$ cat config.mk
export PLATFORM = sky130hd
export DESIGN_NAME = reg_bank_writer
export DESIGN_NICKNAME = d
export VERILOG_FILES = /design/src/rtl/reg_bank_writer.sv
export SDC_FILE = /design/constraint.sdc
export NUM_CORES = 1
export LEC_CHECK = 0
export ABC_AREA = 1
export BUFFER_PORTS_ARGS = -buffer_cell sky130_fd_sc_hd__buf_4
export CORE_ASPECT_RATIO = 1.25
export CORE_MARGIN = 3
export CORE_UTILIZATION = 49
export DETAILED_ROUTE_END_ITERATION = 7
export HOLD_SLACK_MARGIN = 0.05
export PLACE_DENSITY = 0.77
export SLEW_MARGIN = 20
export SYNTH_ARGS = -nofsm -noshare
export SYNTH_HDL_FRONTEND = slang
export SYNTH_SLANG_ARGS = --single-unit
$ cat constraint.sdc
create_clock -name clk -period 4.4 [get_ports clk]
set_input_delay 0.22 -clock clk [delete_from_list [all_inputs] [get_ports clk]]
set_output_delay 0.22 -clock clk [all_outputs]
set_load 0.005 [all_outputs]
$ cat src/rtl/reg_bank_writer.sv
// reg_bank_writer: write side of an 8-entry register bank.
// A start command loads a target pointer and a burst count. Data beats then
// arrive over valid/ready and land in consecutive registers, wrapping 7 -> 0.
// All eight registers are driven out in parallel.
module reg_bank_writer #(
  parameter int unsigned           WIDTH     = 16,
  parameter logic [WIDTH-1:0]      RESET_VAL = '0
) (
  input  logic             clk,
  input  logic             reset,
  input  logic             start,
  input  logic [2:0]       wr_sel,
  input  logic [2:0]       wr_len,
  input  logic [WIDTH-1:0] in_data,
  input  logic             in_valid,
  output logic             in_ready,
  output logic             busy,
  output logic             done,
  output logic [WIDTH-1:0] reg0,
  output logic [WIDTH-1:0] reg1,
  output logic [WIDTH-1:0] reg2,
  output logic [WIDTH-1:0] reg3,
  output logic [WIDTH-1:0] reg4,
  output logic [WIDTH-1:0] reg5,
  output logic [WIDTH-1:0] reg6,
  output logic [WIDTH-1:0] reg7
);

  typedef enum logic {IDLE, ACTIVE} state_t;

  state_t           state_q, state_d;
  logic [2:0]       ptr_q, ptr_d;
  logic [2:0]       cnt_q, cnt_d;
  logic             done_q, done_d;
  logic             wr_en;
  logic [WIDTH-1:0] bank_q [8];

  // Control state register
  always_ff @(posedge clk) begin
    if (reset) begin
      state_q <= IDLE;
      ptr_q   <= '0;
      cnt_q   <= '0;
      done_q  <= 1'b0;
    end else begin
      state_q <= state_d;
      ptr_q   <= ptr_d;
      cnt_q   <= cnt_d;
      done_q  <= done_d;
    end
  end

  // Next-state logic: accept start in IDLE, count beats in ACTIVE
  always_comb begin
    state_d = state_q;
    ptr_d   = ptr_q;
    cnt_d   = cnt_q;
    done_d  = 1'b0;
    wr_en   = 1'b0;
    case (state_q)
      IDLE: begin
        if (start) begin
          state_d = ACTIVE;
          ptr_d   = wr_sel;
          cnt_d   = wr_len;
        end
      end
      ACTIVE: begin
        if (in_valid) begin
          wr_en = 1'b1;
          ptr_d = ptr_q + 3'd1;  // natural 3-bit wrap 7 -> 0
          if (cnt_q == 3'd0) begin
            state_d = IDLE;
            done_d  = 1'b1;
          end else begin
            cnt_d = cnt_q - 3'd1;
          end
        end
      end
      default: state_d = IDLE;
    endcase
  end

  // Register bank: one entry written per accepted beat
  always_ff @(posedge clk) begin
    if (reset) begin
      for (int i = 0; i < 8; i++) bank_q[i] <= RESET_VAL;
    end else if (wr_en) begin
      bank_q[ptr_q] <= in_data;
    end
  end

  // Handshake/status come straight from registered state
  assign in_ready = (state_q == ACTIVE);
  assign busy     = (state_q == ACTIVE);
  assign done     = done_q;

  assign reg0 = bank_q[0];
  assign reg1 = bank_q[1];
  assign reg2 = bank_q[2];
  assign reg3 = bank_q[3];
  assign reg4 = bank_q[4];
  assign reg5 = bank_q[5];
  assign reg6 = bank_q[6];
  assign reg7 = bank_q[7];

endmodule

# Yosys cells after proc, flatten, opt, wreduce, memory -nomap -nowiden
# Memory sizes are Yosys's and may differ from the RTL's.
# Index checks and enable logic that the tools add are counted.
dict set report op_classes {
  n_addsub 2
  eq_ne 3
  mux 22
  n_bitwise 2
  reduce_logical 5
}
# op n
set op_table {}
lappend op_table {{$mux 3} 6}
lappend op_table {{$mux 16} 1}
lappend op_table {{$reduce_or 16->1} 1}
lappend op_table {{$mux 1} 12}
lappend op_table {{$pmux 3 s2} 2}
lappend op_table {{$ne 2x2->1 const B} 3}
lappend op_table {{$add 3x1->3 const B} 1}
lappend op_table {{$logic_not 3->1} 1}
lappend op_table {{$reduce_and 3->1} 1}
lappend op_table {{$reduce_or 3->1} 1}
lappend op_table {{$sub 3x1->3 const B} 1}
lappend op_table {{$not 1->1} 2}
lappend op_table {{$pmux 1 s2} 1}
lappend op_table {{$reduce_and 2->1} 1}
dict set report totals {
  register_bits 8
  ram_bits 128
  output_inout_bits 131
  elab_cells 39
  memories 1
}
# memory depth width read_ports rd_clocked_by_memory_dff write_ports line_no
set mem_list {}
lappend mem_list {bank_q 8 16 8 0 8 36} ;# logic [WIDTH-1:0] bank_q [8];

# Depth between registers and ports, before layout
# Gate-level depths: netlist (run 1).
dict set report logic_depth {
  ltp_word 7
  depth_mapped 8
}

# Worst setup path before layout (run 1)
# No wires, ideal clock.
dict set report synth_path {
  kind {reg-to-reg}
  startpoint {register state_q, in the netlist busy}
  endpoint {memory bank_q[2][0], enable pin}
  setup_ns 0.372
  t_arrival_ns 1.472
  t_required_ns 4.028
  path_slack_ns 2.556
  stages_incl_launch_ff 9
  cell_sequence {dfxtp_1 buf_6 nand2_4 inv_2 nand2_4 nor2_8 nand2_4 buf_6 nand2_1}
}
# item line_no
set synth_lines {}
lappend synth_lines {{start: declaration} 31} ;# state_t state_q, state_d;
lappend synth_lines {{start signal: assignment} 46} ;# state_q <= state_d;
lappend synth_lines {{end: declaration} 36}

==> flow_summary.toml, run 1 <==
[pwr]
cellLeakagePower_nw = 3.16
finalPower_mw = 3.00
ir_drop_mv = 0.311
power.density_nw_per_um2 = 436

[global_routing]
grt_max_degree = 18
gr-total-overflow = 0
grt_pass1_vias = 3379
grt_pass1_wl_um = 19400
antenna_found_initial = 0
grtUsageTotal_pct = 22.9

[die]
io-pin-count = 157
dieWidth_um = 97.5
row_count = 41
core_area_um2 = 10200
dieArea_um2 = 11700
initial_utilization_pct = 50.5
die_h_um = 120

[timing]
finClkSkew_ns = 0.00580
fmax_mhz = 424
fin_crit_sh_pct = 53.6
rsz0062_at_grt = "false"
worstMarginPinSlew_ns = 0.650
slew_headroom_pct = 56.5
post-route-min-period_ns = 2.36
final.setup.tns_ns = 0
hold_violations = 0
setup_viol = 0
slew_viol_final = 0

[drt]
via_count = 3553
postRouteWirelength_um = 13600
route.detailed.drc = 0
antenna_left = 0
first_iter_violations = 336
wl_per_cell_um = 20.0
avgViaCountPerCell = 5.23
first_pass_iters = 5

[final_layout]
drive_gt1_share_pct = 34.7
syn2layout_area_growth_pct = 34.2
fin_nets = 569
final_cell_count_no_fill = 679
diodes = 0
final_cell_area_um2 = 6890

[synth]
ys_seq_area_share_pct = 78.0
mappedNetlistArea_um2 = 5130
synth_edf_count = 128
synth_seq_cells = 136
ys.flop_type = "edfxtp_1"
synth_cells = 375
synth_cell_types = 17
ys_async_sr_fraction_pct = 0
yosys_warnings = 0
synth_fp_nets = 404
syn_avg_cell_area_um2 = 13.7

[min_path]
min_to = "busy"
min_path_type = "in2reg"
hp-start = "start"
hold_depth = 3

[placement]
port_buffers = 156
place_inst = 649
hpwlAfterDp_um = 9440
post_dp_cell_area_um2 = 6350
place.gp.congestion = 0.897

[worst_setup_path]
cp_num_buf_inv = 3
crit_path_frequent_cell = "nand2_4"
critical-path-slowest-cell = "dlygate4sd3_1"
reg2regPathDepth = 6
crit_path_start_kind = "input port"
r2r_slack_ns = 2.28
cp_top_family = "buffers and inverters"
cp_slowest_stage_delay_ns = 0.53
crit_path_end_kind = "flop"
rr_startpoint = "busy"
crit_fanout = 17
worstPathCellList = "dlygate4sd3_1 -> buf_4 -> inv_1 -> nand2_4 -> nor2_8 -> nand2_4 -> nand2_1"
r2r-end = "bank_q[6][9]"
cp.depth = 7
cp_data_required_time_ns = 4.44
path_class = "in2reg"
cp_data_arrival_time_ns = 2.40

[clock_network]
cts.sinks = 136
ctsHoldBuffers = 1
clock_latency_ns = 0.41
postCtsSetupRepairBufs = 0
cts_tree = "yes"
clockBufferDepth = 2
cts.clk_slew.worst_paths_ns = 0.05
clockRootBuffer = "clkbuf_16"
cts_buffers = 17
htreeDepth = 4
post_cts_resized = 0

[outcome]
status = "finished, final reports clean"

[flow_run]
max_cap_violations = 0
==> power by group <==
| part | leakage (nW) | switching [mW] | internal (mW) |
|---|---|---|---|
| logic | 1.51 | 0.126 | 0.0896 |
| clock network | 0.256 | 0.466 | 0.817 |
| registers | 1.39 | 0.0339 | 1.47 |
==> registers in the layout (all words and copies together), names as in the netlist <==
register	cells
ptr_q	3
busy	1
done	1
cnt_q	3
bank_q	128
==> cells by family after synthesis <==
group	share of synthesized area, %
DFF	78.0
buffers and inverters	4.39
AOI/OAI and AO/OA	1.46
and+or+nand+nor	15.4
adders and majority gates	0.732
==> through the flow <==
step | worst slack (ns) | hold slack (ns) | utilization (%)
2_1_floorplan | 2.56 | 0.289 | -
3_3_place_gp | 2.21 | 0.388 | 62.5
3_5_place_dp | 2.14 | 0.386 | 62.5
4_1_cts | 2.02 | 0.0800 | 67.8
5_1_grt | 1.85 | 0.137 | 67.8
6_report | 2.04 | 0.0928 | 67.8
==> placed cells by master, fill, tap and decap left out <==
cell type      count
buf_4            156
nor2_1           135
edfxtp_1         128
inv_1             29
nand2_1           29
clkbuf_16         17
nand2_4           10
o21ai_0           10
dfxtp_1            8
clkbuf_1           6
a21oi_1            5
ha_1               3
nor2_8             2
nand3_1            2
clkinv_2           2
clkinv_1           2
bufinv_16          2
inv_2              1
nor2_2             1
nor3_1             1
dlygate4sd3_1      1
==> final cells by class <==
type / instances / area [µm²]
clock buffer: 23 / 448
inverter: 30 / 113
sequential: 136 / 4000
fill: 714 / 3270
tap: 129 / 161
clock inverter: 6 / 77.6
multi-input combinational: 198 / 902
timing repair buffer: 157 / 1180
==> worst min-delay path, delay by kind of cell <==
| family | cells | cell delay (ns) |
|---|---|---|
| buf+inv | 1 | 0.08 |
| compound gates | 2 | 0.16 |
==> cells in the mapped netlist, types with 2 or more instances <==
master,number,area share [%]
nand2_1,29,2.1
ha_1,3,0.73
a21oi_1,5,0.49
nand3_1,2,0.20
nor2_8,2,0.78
nor2_1,135,9.9
inv_1,29,2.1
dfxtp_1,8,3.1
edfxtp_1,128,75
nand2_4,10,2.2
o21ai_0,10,0.98
buf_6,9,2.0
==> worst max-delay path by stage <==
stage | start | end | slack (ns)
after floorplan | busy | bank_q[2][0] | 2.56
after global placement | reset | bank_q[1][11] | 2.21
after detailed placement | reset | bank_q[6][6] | 2.14
after CTS | reset | bank_q[6][6] | 2.02
after global routing | reset | bank_q[6][7] | 1.85
final | reset | bank_q[6][9] | 2.04
==> routing by layer <==
metal / track usage (%) / share of wire [%] / wire (µm)
met2: 36.2 / 47 / 6400
met1: 28.3 / 36 / 4940
met4: 11.9 / 3.1 / 425
met3: 7.62 / 13 / 1800
met5: 0 / 0 / 0
No activity file was read; power rests on OpenSTA's default activity.
==> run 2: changes to the inputs <==
==> constraint.sdc (replaced) <==
create_clock -name clk -period 2.3 [get_ports clk]
set_input_delay 0.115 -clock clk [delete_from_list [all_inputs] [get_ports clk]]
set_output_delay 0.115 -clock clk [all_outputs]
set_load 0.005 [all_outputs]
==> run 2 against run 1 <==
Worst setup slack got worse by 1.6 ns. Count of clock-buffer cells in the layout rose by 2. First-iteration DRC count rose by 4.5%. Power rose by 87%. Via count rose by 0.73%. Flip-flop and latch count did not move. Utilization rose by 0.46 points. Clock power rose by 82%. Combinational power rose by 100%. Largest cell class unchanged.
==> flow_summary.toml, run 2 (synthesis results as in run 1) <==
[worst_setup_path]
cp_data_arrival_time_ns = 1.94
rr_startpoint = "ptr_q[0]"
cp_data_required_time_ns = 2.33
crit_path_start_kind = "flop"
crit_path_end_kind = "flop"
crit_fanout = 17
startpoint = "ptr_q[0]"
path_class = "reg2reg"

[placement]
hpwlAfterDp_um = 9620
port_buffers = 156
post_dp_cell_area_um2 = 6370
place.gp.congestion = 0.875

[clock_network]
cts.sinks = 136
cts.clk_slew.worst_paths_ns = 0.05
cts_buffers = 17
htreeDepth = 4
clockBufferDepth = 2
clockRootBuffer = "clkbuf_16"
postCtsSetupRepairBufs = 0
cts_tree = "yes"
clock_latency_ns = 0.41

[timing]
finClkSkew_ns = 0.00910
slew_headroom_pct = 55.8
worstMarginPinSlew_ns = 0.662
setup_viol = 0
fmax_mhz = 525
slew_viol_final = 0
final.setup.tns_ns = 0
fin_crit_sh_pct = 82.8
post-route-min-period_ns = 1.91
hold_violations = 0
rsz0062_at_grt = "false"

[final_layout]
regMostFlops = "bank_q"
diodes = 0
syn2layout_area_growth_pct = 35.1
largest_reg_flops = 128
layout_common_cells = "buf_4 (158), nor2_1 (135), edfxtp_1 (128), inv_1 (29), nand2_1 (29)"
reg_top3 = "bank_q: 128 flops, cnt_q: 3 flops, ptr_q: 3 flops"
fin_nets = 576
drive_gt1_share_pct = 34.3
final_cell_area_um2 = 6930
fill_cells = 702
mostFrequentLayoutCell = "buf_4"

[pwr]
cellLeakagePower_nw = 3.18
power.density_nw_per_um2 = 813
ir_drop_mv = 0.618

[global_routing]
gr-total-overflow = 0
grt_max_degree = 18
grt_pass1_wl_um = 19300
antenna_found_initial = 0
grt_pass1_vias = 3419
grtUsageTotal_pct = 22.9

[die]
dieArea_um2 = 11700
die_h_um = 120
dieWidth_um = 97.5
io-pin-count = 157
row_count = 41
initial_utilization_pct = 50.5
core_area_um2 = 10200

[drt]
antenna_left = 0
avgViaCountPerCell = 5.20
first_pass_iters = 5
first_iter_violations = 351
via_count = 3579
postRouteWirelength_um = 13400
route.detailed.drc = 0
wl_per_cell_um = 19.5

[outcome]
status = "finished, final reports clean"

[flow_run]
max_cap_violations = 0

[min_path]
hp-start = "wr_len[2]"
min_path_type = "in2reg"
==> run 2: cell type report <==
| cell class | instances | area (µm²) | area share, % |
|---|---|---|---|
| flip-flops and latches | 136 | 4000 | 57.8 |
| inverters | 30 | 113 | 1.62 |
| clock inverters | 6 | 51.3 | 0.740 |
| repair buffers | 164 | 1250 | 18.0 |
| well taps | 129 | 161 | 2.33 |
| clock buffers | 25 | 455 | 6.57 |
| multi-input cells | 198 | 902 | 13.0 |
==> run 2: final timing paths <==
check,endpoint,slack [ns],cells past startpoint
min reg2reg,cnt_q[1],0.50,2
min,cnt_q[2],0.09,5
max,bank_q[3][9],0.39,4
max reg2reg,bank_q[3][9],0.39,4
==> run 2: power breakdown <==
group          total, mW  switching, mW  internal (mW)
Clock               2.33          0.865           1.46
Sequential          2.88         0.0593           2.82
Combinational      0.431          0.249          0.182
==> run 2: worst max-delay path, stage by stage, from the launching register on <==
cell and delay [ns]:
dfxtp_1 0.48, inv_1 0.16, nor2_8 0.22, nand2_4 0.15, nand2_1 0.52
==> run 2: routing by layer <==
layer  wire [µm]  up-vias  track usage (%)  part of all wire, %
met5           0        -                0                    0
met4         388        0             11.3                  2.9
met3        1580       27             7.27                   12
met2        6460      252             36.6                   48
met1        5010     1707             28.2                   37
li1            -     1593                -                    -
==> run 2: repair_timing <==
action | in CTS | in global routing
gates resized for setup | 0 | 0
hold buffers | 6 | 0
endpoints found under the setup margin | 0 | 0
endpoints found under the hold margin | 5 | 0
==> run 2: metrics by stage <==
stage | setup WS, ns | std cells | hold WS (ns) | total power, mW | utilization, %
detailed placement | 0.377 | 651 | 0.304 | 3.34 | 62.7
CTS | 0.363 | 688 | 0.0612 | 5.64 | 68.3
global placement | 0.468 | 651 | 0.285 | 3.33 | 62.7
floorplan | 0.456 | 375 | 0.184 | 3.07 | -
finish | 0.395 | 688 | 0.0888 | 5.63 | 68.3
global route | 0.265 | 688 | 0.0849 | 5.77 | 68.3
